## src/rtl/fetch_unit.sv

```systemverilog
// Instruction fetch stage: owns the PC, drives a 1-cycle synchronous code memory and queues {inst, pc} for decode.
// Optional perf counters are enabled by defining FETCH_PERF_EN.
module fetch_unit #(
    parameter logic [31:0] RESET_PC  = 32'h0000_0000,
    parameter int          BUF_DEPTH = 2
) (
    input  logic        clk,
    input  logic        reset,
    output logic [31:0] mem_addr,
    input  logic [31:0] mem_inst,
    input  logic        br_valid,
    input  logic [31:0] br_target,
    output logic        out_valid,
    input  logic        out_ready,
    output logic [31:0] out_inst,
    output logic [31:0] out_pc
`ifdef FETCH_PERF_EN
    ,
    output logic [31:0] perf_fetched,
    output logic [31:0] perf_stalls,
    output logic [31:0] perf_flushes
`endif
);

    logic [31:0] fetch_pc;
    logic        pend;
    logic [31:0] pend_pc;
    logic [1:0]  count;
    logic        rd_ptr;
    logic        wr_ptr;
    logic [31:0] buf_inst [BUF_DEPTH];
    logic [31:0] buf_pc   [BUF_DEPTH];

    logic        pop;
    logic        issue;
    logic [2:0]  credit;
    logic        unused_br_lsbs;

    assign unused_br_lsbs = ^br_target[1:0];

    assign out_valid = (count != 2'd0);
    assign pop       = out_valid & out_ready;
    // Slots already committed (buffered + in flight) after this cycle's pop.
    assign credit    = {1'b0, count} + {2'b00, pend} - {2'b00, pop};
    assign issue     = (credit < 3'd2) & ~br_valid;

    assign mem_addr  = fetch_pc;
    assign out_inst  = buf_inst[rd_ptr];
    assign out_pc    = buf_pc[rd_ptr];

    // Request issue / response capture / head pop
    always_ff @(posedge clk or negedge reset) begin
        if (!reset) begin
            fetch_pc <= RESET_PC;
            pend     <= 1'b0;
            pend_pc  <= 32'h0;
            count    <= 2'd0;
            rd_ptr   <= 1'b0;
            wr_ptr   <= 1'b0;
            for (int i = 0; i < BUF_DEPTH; i++) begin
                buf_inst[i] <= 32'h0;
                buf_pc[i]   <= 32'h0;
            end
        end else if (br_valid) begin
            fetch_pc <= {br_target[31:2], 2'b00};
            pend     <= 1'b0;
            count    <= 2'd0;
            rd_ptr   <= 1'b0;
            wr_ptr   <= 1'b0;
        end else begin
            pend <= issue;
            if (issue) begin
                pend_pc  <= fetch_pc;
                fetch_pc <= fetch_pc + 32'd4;
            end
            if (pend) begin
                buf_inst[wr_ptr] <= mem_inst;
                buf_pc[wr_ptr]   <= pend_pc;
                wr_ptr           <= ~wr_ptr;
            end
            if (pop) begin
                rd_ptr <= ~rd_ptr;
            end
            count <= count + {1'b0, pend} - {1'b0, pop};
        end
    end

`ifdef FETCH_PERF_EN
    // Event counters; a pop in a redirect cycle still counts as fetched.
    always_ff @(posedge clk or negedge reset) begin
        if (!reset) begin
            perf_fetched <= 32'h0;
            perf_stalls  <= 32'h0;
            perf_flushes <= 32'h0;
        end else begin
            if (pop) begin
                perf_fetched <= perf_fetched + 32'd1;
            end
            if (out_valid && !out_ready) begin
                perf_stalls <= perf_stalls + 32'd1;
            end
            if (br_valid) begin
                perf_flushes <= perf_flushes + 32'd1;
            end
        end
    end
`endif

endmodule
```

## config.mk

```make
export PLATFORM = sky130hd
export DESIGN_NAME = fetch_unit
export DESIGN_NICKNAME = d
export VERILOG_FILES = /design/src/rtl/fetch_unit.sv
export SDC_FILE = /design/constraint.sdc
export NUM_CORES = 1
export LEC_CHECK = 0
export CAP_MARGIN = 20
export CORE_MARGIN = 1
export CORE_UTILIZATION = 40
export DETAILED_ROUTE_END_ITERATION = 12
export SYNTH_ARGS = -nofsm -noshare
export SYNTH_HDL_FRONTEND = slang
export SYNTH_SLANG_ARGS = --single-unit
```

## constraint.sdc

```tcl
create_clock -name clk -period 6.5 [get_ports clk]
set_clock_uncertainty 0.2 [all_clocks]
set_input_delay 1.3 -clock clk [delete_from_list [all_inputs] [get_ports clk]]
set_output_delay 1.3 -clock clk [all_outputs]
set_load 0.1 [all_outputs]
```

==> impl_metrics.csv, run 1 <==
group,metric,value,unit
synthesis,synthSimpleGateAreaFrac,0.0614,
global_route,overflow,0,
synthesis,synthAdderAreaFrac,0.00686,
floorplanning,die_h,147,um
sta,slew_headroom,0.300,
global_route,grt_pass1_wl,31100,um
global_route,grt_usage,0.187,
sta,worst_pin_slew,1.05,ns
cts,clock-sinks,189,
synthesis,synth.area.mux_share,0.294,
synthesis,ys_ff_latch,189,
drt,num_vias,5311,
setup_path,rr_worst_depth,12,
synthesis,synth_top_family_by_area,"multiplexers",
setup_path,path_class,"reg2out",
cts,numCtsBuffers,17,
synthesis,ys_types,32,
drt,wl_per_cell,18.0,um
floorplanning,start_util,0.411,
setup_path,crit_arrival,3.13,ns
sta,post-route-min-period,4.63,ns
floorplanning,placementRows,52,
setup_path,start_kind,"flop",
synthesis,yosysSeqAreaShare,0.564,
sta,rsz0062_at_grt,"false",
layout,area_growth,29.7,%
synthesis,synth-xor-area-share,0.0343,
job,cap_violations,0,
synthesis,yosys_warnings,0,
cts,root_buffer,"clkbuf_16",
cts,htree_levels,4,
setup_path,endpoint_kind,"output port",
setup_path,startpoint,"rd_ptr",
placed_design,gp_congestion,0.805,
global_route,grt_pass1_vias,5839,
floorplanning,fp.coreArea,0.0204,mm2
placed_design,hpwl,12400,um
drt,drcViolationCount,0,
sta,finalHoldViolCount,0,
setup_path,r2r_start,"count[1]",
sta,setup_tns,0,ns
sta,setup_viol,0,
global_route,antenna_found_initial,2,
cts,cts_hold_buf,0,
sta,fmax,0.216,GHz
sta,fin_crit_sh,0.712,
floorplanning,fp.dieW,147,um
cts,cts_tree,"built",
floorplanning,io-pin-count,165,
layout,final_layout_size_suffix_gt1_frac,0.345,
layout,nets,838,
placed_design,io_buffers,158,
drt,antenna_left,0,
drt,wirelength,19000,um
sta,slew_violations,0,
setup_path,r2r_slack,2.66,ns
synthesis,avgSynthCellArea,13.7,um2
setup_path,r2r_end,"mem_addr[31]",
synthesis,synth_compound_area_frac,0.0167,
global_route,grt_start_max_net_pins,126,
setup_path,worstPathRequired,5.00,ns
setup_path,crit_fanout,27,
drt,drt_iter0_markers,158,
synthesis,synthCells,612,
cts,clock_latency,0.42,ns
drt,first_pass_iters,4,
cts,path_clk_slew,0.07,ns
cts,cts_setup_buffers,0,
cts,cts_resized,0,
cts,clockBufferDepth,2,
synthesis,netlist_area,0.00839,mm2
worst_hold_path,hp-class,"reg2reg",
floorplanning,dieArea,0.0216,mm2
drt,viasPerCell,5.05,
status,outcome,"complete, no violations",
setup_path,crit_end,"out_pc[27]",
-- flip-flops by register name, indices dropped and copies added (netlist names) --
signal,cells
buf_inst,64
buf_pc,60
mem_addr,30
pend_pc,30
count,2
pend,1
rd_ptr,1
wr_ptr,1
-- cell usage in the layout, fill, tap and decap left out, types with 11 or more instances in the layout --
cell type	Yosys	final
mux2_2	218	218
dfrtp_1	189	188
clkdlybuf4s50_1	0	156
nand2_1	36	36
o21ai_0	25	25
xor2_1	17	17
clkbuf_16	0	17
xnor2_1	14	14
nand3_1	13	13
nand4_1	11	11
-- Yosys cell counts --
cell      count  area share
nand2_1      36       0.016
clkbuf_1     22      0.0098
xor2_1       17       0.018
mux2i_1       1      0.0012
and3_1        8      0.0060
nand3_1      13      0.0078
and4_1        2      0.0021
ha_1          3      0.0045
xnor2_2       1      0.0019
mux2_2      218        0.29
nor2b_1       2      0.0015
nand3b_1      1     0.00089
o21ai_0      25       0.015
buf_4         4      0.0036
nand4b_1      2      0.0021
nor4_1        2      0.0015
nor3_2        1      0.0012
fa_1          1      0.0024
buf_1         1     0.00045
o21ai_1       3      0.0018
inv_1         7      0.0031
nor4_4        1      0.0025
nor2_1        7      0.0031
dfrtp_1     189        0.56
nor3_1        3      0.0018
nor3b_1       1     0.00089
buf_2        10      0.0060
and2_1        4      0.0030
xnor2_1      14       0.015
nand4_1      11      0.0082
conb_1        1     0.00045
nor4b_4       1      0.0028
-- how the worst min path moves through the flow --
stage                  from            to  slack [ns]  cells after the start
6_report       buf_inst[15]  buf_inst[15]        0.30                      1
5_1_grt        buf_inst[14]  buf_inst[14]        0.31                      1
4_1_cts        buf_inst[15]  buf_inst[15]        0.30                      1
3_5_place_dp   buf_inst[15]  buf_inst[15]        0.29                      1
3_3_place_gp    buf_inst[5]   buf_inst[5]        0.28                      1
2_1_floorplan  buf_inst[31]  buf_inst[31]        0.27                      1
-- metrics by stage --
stage	util	std cells	setup WS [ns]	area, um2	hold slack, ns
2_1_floorplan	-	615	2.42	8400	0.274
3_3_place_gp	0.502	1016	1.67	10200	0.281
3_5_place_dp	0.502	1016	1.63	10200	0.287
4_1_cts	0.531	1048	1.81	10900	0.304
5_1_grt	0.533	1049	1.74	10900	0.313
6_report	0.533	1051	1.87	10900	0.303
-- critical path, cell delays in order, from the launching register on --
cell and delay, ns:
dfrtp_2 0.80, buf_4 0.48, mux2_2 0.23, clkdlybuf4s50_1 1.16
-- metal layers --
metal	GRT usage	wire length [um]	part of all wire
met1	0.242	8450	0.45
met3	0.0463	1080	0.057
met4	0.0583	248	0.013
met5	0	0	0
met2	0.307	9180	0.48
-- cell families after synthesis --
group                      Yosys count
other                                1
AOI/OAI and AO/OA                   28
xor gates and xnor gates            32
adders and majority gates            4
DFF                                189
and+or+nand+nor                     95
buffers and inverters               44
muxes                              219
-- area by class of cell --
cell class	instances	area [um2]
Antenna cell	2	5.00
Clock buffer	20	447
Clock inverter	12	160
Fill cell	1737	9540
Inverter	7	26.3
Multi-Input combinational cell	382	3500
Sequential cell	189	4730
Tap cell	270	338
Timing Repair Buffer	169	1680
Power of run 1 is not shown: default switching activity piles up to over one toggle a cycle in this logic, so the estimate is an artifact.
==> run 2: changes to the inputs <==
clock period = 4.69 ns   (was 6.5 ns; I/O delays follow)
==> impl_metrics.csv, run 2 (synthesized netlist as in run 1, its figures left out) <==
group,metric,value,unit
setup_path,crit_end,"out_pc[30]",
cts,htree_levels,4,
layout,area_growth,30.0,%
drt,wirelength,19200,um
cts,numCtsBuffers,17,
placed_design,gp_congestion,0.804,
drt,drt_iter0_markers,256,
sta,setup_viol,0,
setup_path,r2r_slack,1.00,ns
drt,num_vias,5380,
layout,nets,838,
setup_path,r2r_start,"count[1]",
layout,mostFrequentLayoutCells,"mux2_2 (218), dfrtp_1 (188), clkdlybuf4s50_1 (155)",
cts,path_clk_slew,0.07,ns
cts,cts_tree,"built",
layout,top_register,"buf_inst",
sta,finalHoldViolCount,0,
job,cap_violations,0,
sta,fmax,0.248,GHz
cts,cts_resized,0,
drt,viasPerCell,5.12,
worst_hold_path,hp-class,"in2async",
global_route,grt_pass1_vias,5838,
placed_design,io_buffers,158,
status,outcome,"complete, no violations",
layout,largest_reg_flops,64,
floorplanning,dieArea,0.0216,mm2
cts,clockBufferDepth,2,
floorplanning,fp.coreArea,0.0204,mm2
sta,slew_headroom,0.290,
drt,first_pass_iters,4,
layout,seqCellArea,0.00473,mm2
sta,worst_pin_slew,1.06,ns
floorplanning,io-pin-count,165,
floorplanning,placementRows,52,
setup_path,startpoint,"rd_ptr",
global_route,grt_pass1_wl,31400,um
setup_path,start_kind,"flop",
cts,cts_setup_buffers,0,
cts,cts_hold_buf,0,
layout,final_layout_size_suffix_gt1_frac,0.349,
sta,slew_violations,0,
sta,fin_crit_sh,0.860,
floorplanning,start_util,0.411,
setup_path,worstPathRequired,3.55,ns
placed_design,dpl.cell_count,1016,
global_route,overflow,0,
layout,multi_input_comb_area,0.00350,mm2
drt,wl_per_cell,18.2,um
drt,antenna_left,0,
layout,nFillCells,1727,
layout,stdcell_count,1051,
sta,post-route-min-period,4.03,ns
setup_path,r2r_end,"mem_addr[25]",
cts,clock_latency,0.43,ns
floorplanning,fp.dieW,147,um
sta,rsz0062_at_grt,"false",
global_route,grt_start_max_net_pins,133,
setup_path,crit_fanout,45,
global_route,antenna_found_initial,2,
layout,reg_top3,"buf_inst x64, buf_pc x60",
placed_design,hpwl,12600,um
setup_path,rr_worst_depth,13,
sta,setup_tns,0,ns
setup_path,path_class,"reg2out",
setup_path,endpoint_kind,"output port",
setup_path,crit_arrival,2.90,ns
cts,root_buffer,"clkbuf_16",
floorplanning,die_h,147,um
cts,clock-sinks,189,
layout,final_common_cell,"mux2_2",
drt,drcViolationCount,0,
global_route,grt_usage,0.188,
-- run 2: worst min path at each step --
| stage | depth (start not counted) | endpoint | start | slack [ns] |
|---|---|---|---|---|
| after floorplan | 1 | buf_inst[31] | buf_inst[31] | 0.27 |
| after global placement | 1 | buf_inst[9] | buf_inst[9] | 0.28 |
| after detailed placement | 1 | buf_pc[2] | buf_pc[2] | 0.29 |
| after CTS | 1 | buf_pc[2] | buf_pc[2] | 0.31 |
| after global routing | 1 | buf_inst[33] | reset | 0.20 |
| final | 1 | buf_inst[1] | reset | 0.20 |
-- run 2: final cells by class --
type	count	area share
flip-flops and latches	189	0.434
multi-input cells	382	0.321
repair buffers	169	0.157
clock buffers	18	0.0403
well taps	270	0.0310
clock inverters	14	0.0141
inverters	7	0.00241
diodes	2	0.000459
-- run 2: layer usage --
| metal | GRT usage | part of all wire |
|---|---|---|
| met2 | 0.309 | 0.48 |
| met4 | 0.0578 | 0.012 |
| met5 | 0 | 0 |
| met3 | 0.0494 | 0.065 |
| met1 | 0.242 | 0.44 |
-- run 2: worst max-delay path, stage by stage, from the launching register on --
cell and delay (ns):
dfrtp_2 0.74, buf_12 0.35, mux2_2 0.22, clkdlybuf4s50_1 1.16
-- run 2: metrics by stage --
| step | instance area [um2] | hold slack [ns] | setup WS (ns) | utilization |
|---|---|---|---|---|
| after floorplan | 8400 | 0.274 | 0.607 | - |
| after global placement | 10300 | 0.281 | 0.441 | 0.503 |
| after detailed placement | 10300 | 0.288 | 0.305 | 0.503 |
| after CTS | 10900 | 0.305 | 0.595 | 0.532 |
| after global routing | 10900 | 0.203 | 0.527 | 0.534 |
| final | 10900 | 0.201 | 0.657 | 0.534 |
Power of run 2 is left out for the same reason.
==> run 3: changes to the inputs <==
RECOVER_POWER = 25   (was unset)
==> impl_metrics.csv, run 3 (synthesized netlist as in run 1, its figures left out) <==
group,metric,value,unit
status,outcome,"complete, but fails checks",
status,violations,"capacitance limit, slew limit",
layout,stdcell_count,1051,
sta,fin_crit_sh,0.861,
placed_design,hpwl,12600,um
sta,setup_viol,0,
job,cap_violations,1,
floorplanning,start_util,0.411,
floorplanning,fp.dieW,147,um
global_route,antenna_found_initial,2,
setup_path,r2r_start,"count[1]",
floorplanning,fp.coreArea,0.0204,mm2
cts,cts_tree,"built",
drt,drt_iter0_markers,248,
global_route,grt_start_max_net_pins,133,
cts,clock_latency,0.43,ns
global_route,grt_pass1_wl,31400,um
layout,final_common_cell,"mux2_2",
floorplanning,io-pin-count,165,
sta,finalHoldViolCount,0,
sta,fmax,0.248,GHz
floorplanning,placementRows,52,
setup_path,start_kind,"flop",
sta,timing.hold.ws,0.304,ns
cts,path_clk_slew,0.07,ns
drt,first_pass_iters,4,
cts,root_buffer,"clkbuf_16",
global_route,overflow,0,
layout,final_util,0.532,
floorplanning,dieArea,0.0216,mm2
setup_path,crit_arrival,2.90,ns
global_route,grt_usage,0.188,
cts,clock-sinks,189,
sta,setup_tns,0,ns
layout,mostFrequentLayoutCells,"mux2_2 (218), dfrtp_1 (188), clkdlybuf4s50_1 (155)",
cts,cts_setup_buffers,0,
drt,num_vias,5374,
worst_hold_path,hp-start,"buf_pc[2]",
sta,slew_headroom,-0.231,
sta,worst_pin_slew,1.85,ns
cts,cts_resized,0,
floorplanning,die_h,147,um
sta,rsz0062_at_grt,"false",
sta,slew_violations,37,
layout,final_layout_size_suffix_gt1_frac,0.348,
setup_path,crit_fanout,45,
setup_path,endpoint_kind,"output port",
layout,top_register,"buf_inst",
setup_path,startpoint,"rd_ptr",
cts,htree_levels,4,
layout,nets,838,
worst_hold_path,hp-class,"reg2reg",
layout,reg_top3,"buf_inst x64, buf_pc x60",
cts,cts_hold_buf,0,
cts,clockBufferDepth,2,
sta,post-route-min-period,4.04,ns
setup_path,path_class,"reg2out",
drt,drcViolationCount,0,
drt,viasPerCell,5.11,
cts,numCtsBuffers,17,
placed_design,gp_congestion,0.804,
placed_design,io_buffers,158,
setup_path,worstPathRequired,3.55,ns
placed_design,dpl.cell_count,1016,
drt,wirelength,19100,um
drt,wl_per_cell,18.2,um
drt,antenna_left,0,
layout,area_growth,29.6,%
global_route,grt_pass1_vias,5838,
layout,largest_reg_flops,64,
-- run 3: worst paths after layout --
path                       cells past startpoint  slack, ns           end
setup / recovery                               3       0.65    out_pc[30]
hold reg to reg                                1       0.30     buf_pc[2]
setup reg to reg                              12       1.01  mem_addr[21]
max in group asynchronous                      3       0.99    buf_pc[26]
min in group asynchronous                      1       0.80   buf_inst[1]
hold / removal                                 1       0.30     buf_pc[2]
-- run 3: area by class of cell --
class,count,area [um2]
inverters,7,26.3
diodes,2,5.00
clock inverters,14,154
multi-input cells,382,3500
flip-flops and latches,189,4730
fillers,1730,9550
clock buffers,18,439
repair buffers,169,1690
well taps,270,338
-- run 3: critical path, cell delays in order (launching register included) --
cell and delay, ns:
dfrtp_2 0.74, buf_12 0.35, mux2_2 0.22, clkdlybuf4s50_1 1.16
-- run 3: metal layers --
layer / track usage / vias to the layer above / part of all wire
met3: 0.0494 / 19 / 0.066
met1: 0.242 / 2741 / 0.44
li1: - / 2466 / -
met5: 0 / - / 0
met4: 0.0578 / 0 / 0.013
met2: 0.309 / 148 / 0.49
-- run 3: metrics by stage --
| step | setup WS [ns] | instance area, um2 |
|---|---|---|
| after global placement | 0.441 | 10300 |
| final | 0.654 | 10900 |
| after floorplan | 0.607 | 8400 |
| after CTS | 0.595 | 10900 |
| after global routing | 0.434 | 10900 |
| after detailed placement | 0.305 | 10300 |
Power of run 3 is left out for the same reason.
